==> src/rtl/uart_pkg.sv <==
// Shared types and constants for the UART receiver.
package uart_pkg;

    typedef enum logic [2:0] {
        ST_IDLE,
        ST_START,
        ST_DATA,
        ST_PARITY,
        ST_STOP,
        ST_BREAK
    } uart_state_t;

    localparam int PARITY_NONE = 0;
    localparam int PARITY_EVEN = 1;
    localparam int PARITY_ODD  = 2;

endpackage

==> src/rtl/uart_sync.sv <==
// Two-flop synchronizer for the asynchronous serial line; resets to idle-high.
module uart_sync (
    input  logic clk,
    input  logic rst,
    input  logic i_async,
    output logic o_sync
);

    logic r_meta;
    logic r_sync;

    // Double-register the line into the clk domain.
    always_ff @(posedge clk) begin
        if (rst) begin
            r_meta <= 1'b1;
            r_sync <= 1'b1;
        end else begin
            r_meta <= i_async;
            r_sync <= r_meta;
        end
    end

    assign o_sync = r_sync;

endmodule

==> src/rtl/uart_rx.sv <==
// UART receiver: mid-bit sampling, optional parity, 1 or 2 stop bits,
// break detection and a valid/ready output holding one word.
module uart_rx
    import uart_pkg::*;
#(
    parameter int DATA_WIDTH   = 8,
    parameter int CLKS_PER_BIT = 4,
    parameter int PARITY_MODE  = 0,
    parameter int STOP_BITS    = 1
) (
    input  logic                  clk,
    input  logic                  rst,
    input  logic                  uart_rx_line,
    output logic [DATA_WIDTH-1:0] out_data,
    output logic                  out_valid,
    input  logic                  out_ready,
    output logic                  frame_err,
    output logic                  parity_err,
    output logic                  overrun,
    output logic                  busy
);

    localparam int unsigned CW = (CLKS_PER_BIT > 1) ? $clog2(CLKS_PER_BIT) : 1;
    localparam logic [CW-1:0] LP_HALF      = CW'(CLKS_PER_BIT / 2 - 1);
    localparam logic [CW-1:0] LP_FULL      = CW'(CLKS_PER_BIT - 1);
    localparam logic [3:0]    LP_LAST_DATA = 4'(DATA_WIDTH - 1);
    localparam logic [3:0]    LP_LAST_STOP = 4'(STOP_BITS - 1);
    localparam logic          LP_PAR_ODD   = (PARITY_MODE == PARITY_ODD);

    logic                  w_rxs;
    uart_state_t           r_state;
    logic [CW-1:0]         r_cnt;
    logic [3:0]            r_idx;
    logic [DATA_WIDTH-1:0] r_shift;
    logic                  r_perr;
    logic                  r_ferr;
    logic [DATA_WIDTH-1:0] r_out_data;
    logic                  r_out_valid;
    logic                  r_frame_err;
    logic                  r_parity_err;
    logic                  r_overrun;
    logic                  r_busy;

    uart_sync u_sync (
        .clk     (clk),
        .rst     (rst),
        .i_async (uart_rx_line),
        .o_sync  (w_rxs)
    );

    // Receive FSM, bit timer and output holding register.
    always_ff @(posedge clk) begin
        if (rst) begin
            r_state      <= ST_IDLE;
            r_cnt        <= '0;
            r_idx        <= '0;
            r_shift      <= '0;
            r_perr       <= 1'b0;
            r_ferr       <= 1'b0;
            r_out_data   <= '0;
            r_out_valid  <= 1'b0;
            r_frame_err  <= 1'b0;
            r_parity_err <= 1'b0;
            r_overrun    <= 1'b0;
            r_busy       <= 1'b0;
        end else begin
            r_overrun <= 1'b0;
            // A delivery later in this block overrides this clear, so a word
            // accepted on the completion cycle is replaced without overrun.
            if (r_out_valid && out_ready) begin
                r_out_valid <= 1'b0;
            end

            case (r_state)
                ST_IDLE: begin
                    if (!w_rxs) begin
                        r_state <= ST_START;
                        r_cnt   <= LP_HALF;
                        r_busy  <= 1'b1;
                    end
                end

                ST_START: begin
                    if (r_cnt != '0) begin
                        r_cnt <= r_cnt - 1'b1;
                    end else if (!w_rxs) begin
                        r_state <= ST_DATA;
                        r_cnt   <= LP_FULL;
                        r_idx   <= '0;
                        r_perr  <= 1'b0;
                        r_ferr  <= 1'b0;
                    end else begin
                        r_state <= ST_IDLE;
                        r_busy  <= 1'b0;
                    end
                end

                ST_DATA: begin
                    if (r_cnt != '0) begin
                        r_cnt <= r_cnt - 1'b1;
                    end else begin
                        r_shift <= {w_rxs, r_shift[DATA_WIDTH-1:1]};
                        r_cnt   <= LP_FULL;
                        if (r_idx == LP_LAST_DATA) begin
                            r_idx   <= '0;
                            r_state <= (PARITY_MODE != PARITY_NONE) ? ST_PARITY : ST_STOP;
                        end else begin
                            r_idx <= r_idx + 1'b1;
                        end
                    end
                end

                ST_PARITY: begin
                    if (r_cnt != '0) begin
                        r_cnt <= r_cnt - 1'b1;
                    end else begin
                        r_perr  <= ((^r_shift) ^ w_rxs) != LP_PAR_ODD;
                        r_cnt   <= LP_FULL;
                        r_state <= ST_STOP;
                    end
                end

                ST_STOP: begin
                    if (r_cnt != '0) begin
                        r_cnt <= r_cnt - 1'b1;
                    end else if (r_idx == LP_LAST_STOP) begin
                        if (r_out_valid && !out_ready) begin
                            r_overrun <= 1'b1;
                        end else begin
                            r_out_data   <= r_shift;
                            r_out_valid  <= 1'b1;
                            r_frame_err  <= r_ferr | ~w_rxs;
                            r_parity_err <= r_perr;
                        end
                        if (!w_rxs) begin
                            r_state <= ST_BREAK;
                        end else begin
                            r_state <= ST_IDLE;
                            r_busy  <= 1'b0;
                        end
                    end else begin
                        r_ferr <= r_ferr | ~w_rxs;
                        r_idx  <= r_idx + 1'b1;
                        r_cnt  <= LP_FULL;
                    end
                end

                ST_BREAK: begin
                    if (w_rxs) begin
                        r_state <= ST_IDLE;
                        r_busy  <= 1'b0;
                    end
                end

                default: begin
                    r_state <= ST_IDLE;
                    r_busy  <= 1'b0;
                end
            endcase
        end
    end

    assign out_data   = r_out_data;
    assign out_valid  = r_out_valid;
    assign frame_err  = r_frame_err;
    assign parity_err = r_parity_err;
    assign overrun    = r_overrun;
    assign busy       = r_busy;

endmodule

==> config.mk <==
export PLATFORM = sky130hd
export DESIGN_NAME = uart_rx
export DESIGN_NICKNAME = d
export VERILOG_FILES = /design/src/rtl/uart_pkg.sv /design/src/rtl/uart_sync.sv /design/src/rtl/uart_rx.sv
export SDC_FILE = /design/constraint.sdc
export NUM_CORES = 1
export LEC_CHECK = 0
export CAP_MARGIN = 20
export CORE_MARGIN = 2
export CORE_UTILIZATION = 60
export CTS_BUF_LIST = sky130_fd_sc_hd__clkbuf_8
export DETAILED_ROUTE_END_ITERATION = 6
export PLACE_DENSITY = 0.8
export SYNTH_ARGS = -nofsm -noshare
export SYNTH_HDL_FRONTEND = slang
export SYNTH_SLANG_ARGS = --single-unit
==> constraint.sdc <==
create_clock -name clk -period 3.5 [get_ports clk]
set_input_delay 0.525 -clock clk [delete_from_list [all_inputs] [get_ports clk]]
set_output_delay 0.525 -clock clk [all_outputs]
set_load 0.005 [all_outputs]
* Word level (Yosys, flattened, before mapping)
Index checks and enable logic that the tools add are counted.
** Storage, ports and cells
- Word-level logic and storage cells :: 107
- Latch bits :: 0
- Bits in read-only memories :: 0
- RAM bits :: 0
- Register bits :: 34
- Output and inout port bits :: 13
- Input bits :: 4
- Memories kept :: 0
** Operators by class
- $lt $le $gt $ge :: 0
- Add/sub/neg operators :: 2
- Muxes and demuxes :: 44
- Eq/ne operators :: 18
- Bitwise operators :: 8
- Multipliers :: 0
- Shift-type cells :: 0
- Divide/modulo/power cells :: 0
- Reduce and logical (&&, ||, !) cells :: 21
** Operator list (count)
- $mux W3 :: 9
- $mux W4 :: 6
- $ne A2 B2 Y1 const B :: 9
- $pmux W3 S6 :: 1
- $mux W1 :: 16
- $mux W2 :: 7
- $pmux W4 S3 :: 1
- $reduce_and A4 Y1 :: 3
- $reduce_and A5 Y1 :: 2
- $pmux W2 S4 :: 1
- $reduce_and A8 Y1 :: 1
- $reduce_xor A8 Y1 :: 1
- $eq A3 B2 Y1 const B :: 2
- $eq A3 B3 Y1 const B :: 2
- $ne A3 B3 Y1 const B :: 2
- $not A1 Y1 :: 6
- $reduce_and A6 Y1 :: 1
- $reduce_bool A2 Y1 :: 3
- $pmux W1 S5 :: 1
- $add A4 B1 Y4 const B :: 1
- $eq A4 B3 Y1 const B :: 1
- $logic_not A4 Y1 :: 1
- $pmux W1 S2 :: 2
- $reduce_bool A4 Y1 :: 1
- other kinds (12) :: 13

* Depth between registers and ports, before layout
- Depth after elaboration :: 6
- Gate-level depth with buffers :: 8
- Mapped depth without buffers :: 7

* Modules after synthesis
From an unflattened synthesis, not the netlist that was laid out.
** Second synthesis, totals
- Cell total of the unflattened synthesis :: 181
- Area total of the unflattened synthesis :: 1622.8 um^2
** By module, submodules not included
- uart_rx :: cells each 177, sequential area each 640.6 um^2, area an instance 1570.3 um^2, instances 1
- uart_sync :: cells each 4, sequential area each 40.0 um^2, area an instance 52.6 um^2, instances 1

* Least setup slack after synthesis
OpenSTA, ideal clock, no wires.
- Path kind :: flip-flop to flip-flop
- From :: register r_idx[0]
- To :: register r_idx[3]
- Data required time :: 3430 ps
- Period minus slack after synthesis :: 1650 ps
- Slack :: 1850 ps
- Path buffers :: 0
- Arrival time :: 1579 ps
- Cell stages (with the launch flop) :: 8
- Library setup time :: 70 ps
- Cell sequence :: dfxtp_1 -> inv_1 -> ha_1 -> or3b_1 -> a211o_1 -> nand2_2 -> or4_1 -> a21oi_1
** On the way
- Longest elaborated chain between the ends :: 4
- Elaborated cells on any way between the ends :: 10
- Those cells by class :: add/sub (1); eq/ne (2); mux (5); reduce/logical (2)
** RTL lines
- start: declaration :: RTL line uart_rx.sv:33 : logic [3:0] r_idx;
- start signal: assignment :: RTL line uart_rx.sv:108 : r_idx <= r_idx + 1'b1;
- start signal: assignment :: RTL line uart_rx.sv:143 : r_idx <= r_idx + 1'b1;
- $add A4 B1 Y4 / $eq A4 B3 Y1 (equally long branches) :: RTL line uart_rx.sv:108, uart_rx.sv:143, uart_rx.sv:104
- $mux W4 (on tied branches) :: RTL line uart_rx.sv:126, uart_rx.sv:104
- $mux W4 (on tied branches) :: RTL line uart_rx.sv:124, uart_rx.sv:99
- $pmux W4 S3 :: RTL line uart_rx.sv:74 : case (r_state)
Several ways; a longest one is shown, not always the timed one. The select of a mux whose other input is x is not followed.
A chain may end at the register's enable or synchronous reset.

* Worst setup path after layout
- From :: register r_state[2]
- To :: register r_out_data[7], in the netlist out_data[7]
** On the way
- Longest elaborated chain between the ends :: 2
** RTL lines
- start: declaration :: RTL line uart_rx.sv:31 : uart_state_t r_state;
- start signal: assignment :: RTL line uart_rx.sv:106 : r_state <= (PARITY_MODE != PARITY_NONE) ? ST_PARITY : ST_STOP;
- $eq A3 B3 Y1 :: RTL line uart_rx.sv:74
- $reduce_and A4 Y1 (no line)
- end signal: assignment :: RTL line uart_rx.sv:130 : r_out_data <= r_shift;
- end: declaration :: RTL line uart_rx.sv:37 : logic [DATA_WIDTH-1:0] r_out_data;
Every way passes these cells.

==> results.yml <==
run_status:
  status: "completed"
logic_synthesis:
  synthesis.instances: 190
  ys.flop_type: "dfxtp_1"
  syn_avg_cell_area_um2: 8.587
  yosysMostFrequentCell: "dfxtp_1"
  yosysTopAreaCellShare: 0.4172
  synth_top_cells_by_count: "dfxtp_1, nand2_1, nor2_1"
  yosysUniqueCellTypes: 47
  yosys_warnings: 0
  synth_top_area_cell: "dfxtp_1"
  yosys-top-cells-area: "dfxtp_1, mux2i_1, nand2_1"
  yosys_register_bits: 34
  yosysSeqAreaShare: 0.4172
  synth_nets: 197
  synth_edf_count: 0
  syn_area_um2: 1632
  async_reset_ff_frac: 0
detailed_routing:
  post-route-drc-count: 0
  num_vias: 1321
  drt_wl_total_um: 3071
  post_drt_wl_per_cell_um: 13.24
  dr.pass1.iters: 4
  drtIter0Drc: 26
  avgViaCountPerCell: 5.694
  antenna_left: 0
setup_path:
  worstReg2RegEnd: "out_data[7]$_SDFFE_PP0P_"
  cp_cell_sequence: "nor3b_2, nand3_1, nor2b_1, nand2_1, a21oi_1"
  r2r_start: "r_state[2]$_SDFFE_PP0P_"
  worst_setup_path_start_kind: "register"
  required_ps: 3700
  cp_max_fo: 12
  slowest_delay_ps: 610
  crit_type: "reg2reg"
  slowest_stage: "nor2b_1"
  end_kind: "register"
  worstRegToRegCells: 5
  rrSetupSlack_ps: 1330
  critPathArrivalTime_ps: 2370
finish:
  syn2layout_area_growth_pct: 14.26
  antenna_cells: 0
  fill_cells: 202
  drive_above_1_share: 0.08911
  finalNetCount: 210
clock_network:
  cts_htree_levels: 2
  path_clk_slew_ps: 60
  cts_sinks: 34
  cts_tree: "done"
  cts_buffers: 5
  clockRootBuffer: "clkbuf_8"
  clock_latency_ps: 280
  cts-resized-gates: 0
  clock_path_buffers: 2
  postCtsSetupBuffers: 0
  cts-hold-fix-buffers: 0
timing:
  clock-skew-final_ps: 4.156
  finalCritPeriodShare: 0.6196
  fmax_mhz: 461.1
  fin_tns_setup_ps: 0
  worstMarginPinSlew_ps: 714.8
  worst_hold_slack_ps: 410.8
  max_slew_margin: 0.5225
  setup_viol: 0
  hold_viol_final: 0
  drv_slew: 0
  period_needed_ps: 2169
  rsz0062_at_grt: "false"
min_path:
  hold_depth: 1
  holdPathEnd: "u_sync.o_sync$_SDFF_PP1_"
  min_path_type: "reg2reg"
  worstHoldStart: "u_sync.r_meta$_SDFF_PP1_"
place:
  gp_congestion: 0.9412
  hpwl_um: 2170
  portBuffers: 16
pwr:
  totalPowerFinal_w: 0.0007058
  power.density_nw_per_um2: 378.6
  peakVddDrop_uv: 368.7
  leakagePower_nw: 0.6542
global_route:
  track_usage: 0.2100
  grt_pass1_vias: 1224
  overflow: 0
  grt_pass1_wl_um: 5216
  antenna_found_initial: 0
  grt_start_max_net_pins: 22
floorplanning:
  die_h_um: 56.15
  io_pins: 17
  initial_core_util: 0.6468
  die_x_um: 56.15
  num_rows: 18
  core_area_um2: 2522
  dieArea_um2: 3152
flow_run:
  max_cap_viol_count: 0
==> registers in the layout (all words and copies together), names as in the netlist <==
signal,count
busy,1
frame_err,1
out_data,8
out_valid,1
overrun,1
parity_err,1
r_cnt,2
r_ferr,1
r_idx,4
r_perr,1
r_shift,8
r_state,3
u_sync.o_sync,1
u_sync.r_meta,1
==> per-stage QoR <==
step / utilization / setup slack (ps) / cells / instance area (µm²)
after detailed placement: 0.7063 / 1348 / 226 / 1782
after global placement: 0.7063 / 1401 / 226 / 1782
after CTS: 0.7391 / 1323 / 232 / 1864
final: 0.7391 / 1331 / 232 / 1864
after global routing: 0.7391 / 1087 / 232 / 1864
after floorplan: - / 1850 / 190 / 1632
==> area by class of cell <==
class                   count  area (µm²)  share of cell area
multi-input cells         138       869.6              0.4664
flip-flops and latches     34       680.7              0.3651
repair buffers             17       167.7             0.08993
clock buffers               6       82.58             0.04430
well taps                  30       37.54             0.02013
inverters                   7       26.28             0.01409
==> worst max path at each step <==
stage / from / to / slack (ps) / cells past startpoint
6_report: r_state[2]$_SDFFE_PP0P_ / out_data[7]$_SDFFE_PP0P_ / 1330 / 5
5_1_grt: r_state[2]$_SDFFE_PP0P_ / out_data[0]$_SDFFE_PP0P_ / 1090 / 5
4_1_cts: r_state[2]$_SDFFE_PP0P_ / out_data[7]$_SDFFE_PP0P_ / 1320 / 5
3_5_place_dp: r_state[2]$_SDFFE_PP0P_ / out_data[7]$_SDFFE_PP0P_ / 1350 / 5
3_3_place_gp: rst / r_state[2]$_SDFFE_PP0P_ / 1400 / 4
2_1_floorplan: r_idx[0]$_SDFFE_PP0P_ / r_idx[3]$_SDFFE_PP0P_ / 1850 / 7
==> report_power, final <==
part	total, W	switching, W	internal (W)	leakage, nW
Clock	0.000281	0.000129	0.000151	0.0431
Combinational	0.0000311	0.0000173	0.0000137	0.336
Sequential	0.000394	0.00000394	0.000390	0.275
==> metal layers <==
| metal | track usage | wire, µm | up-vias |
|---|---|---|---|
| li1 | - | - | 674 |
| met1 | 0.2562 | 1469 | 618 |
| met2 | 0.3479 | 1424 | 22 |
| met3 | 0.06744 | 126 | 7 |
| met4 | 0.07143 | 52 | 0 |
| met5 | 0 | 0 | - |
==> cell families after synthesis <==
logic type               Yosys count  share of synthesized area
AO/OA/AOI/OAI                     34                     0.1319
XOR/XNOR                           9                    0.04832
adder cells (fa/ha/maj)            3                    0.02301
buffers and inverters             18                    0.04984
flip-flops                        34                     0.4172
multiplexers                      10                    0.06135
AND/OR/NAND/NOR                   82                     0.2684
==> worst max-delay path: cells and delay by family (launching register included) <==
kind             cells  cell delay (ps)
flip-flops           1              570
AO/OA/AOI/OAI        1              160
AND/OR/NAND/NOR      4             1360
==> cells in the final DEF, fill, tap and decap left out, drive strengths merged <==
cell type	n
a211o	1
a211oi	2
a21o	1
a21oi	18
a22oi	1
a2bb2oi	1
a31oi	3
and2	1
and2b	2
and3	1
buf	1
clkbuf	6
clkdlybuf4s50	16
dfxtp	34
ha	3
inv	7
mux2i	10
nand2	27
nand2b	4
nand3	5
nand3b	1
nand4	1
nor2	20
nor2b	3
nor3	4
nor3b	5
nor4b	1
o211ai	2
o21ai	2
o221ai	1
o31ai	1
o32ai	1
or2	3
or3	1
or3b	1
or4	1
or4b	1
xnor2	8
xor2	1
(Power assumes the default switching activity.)
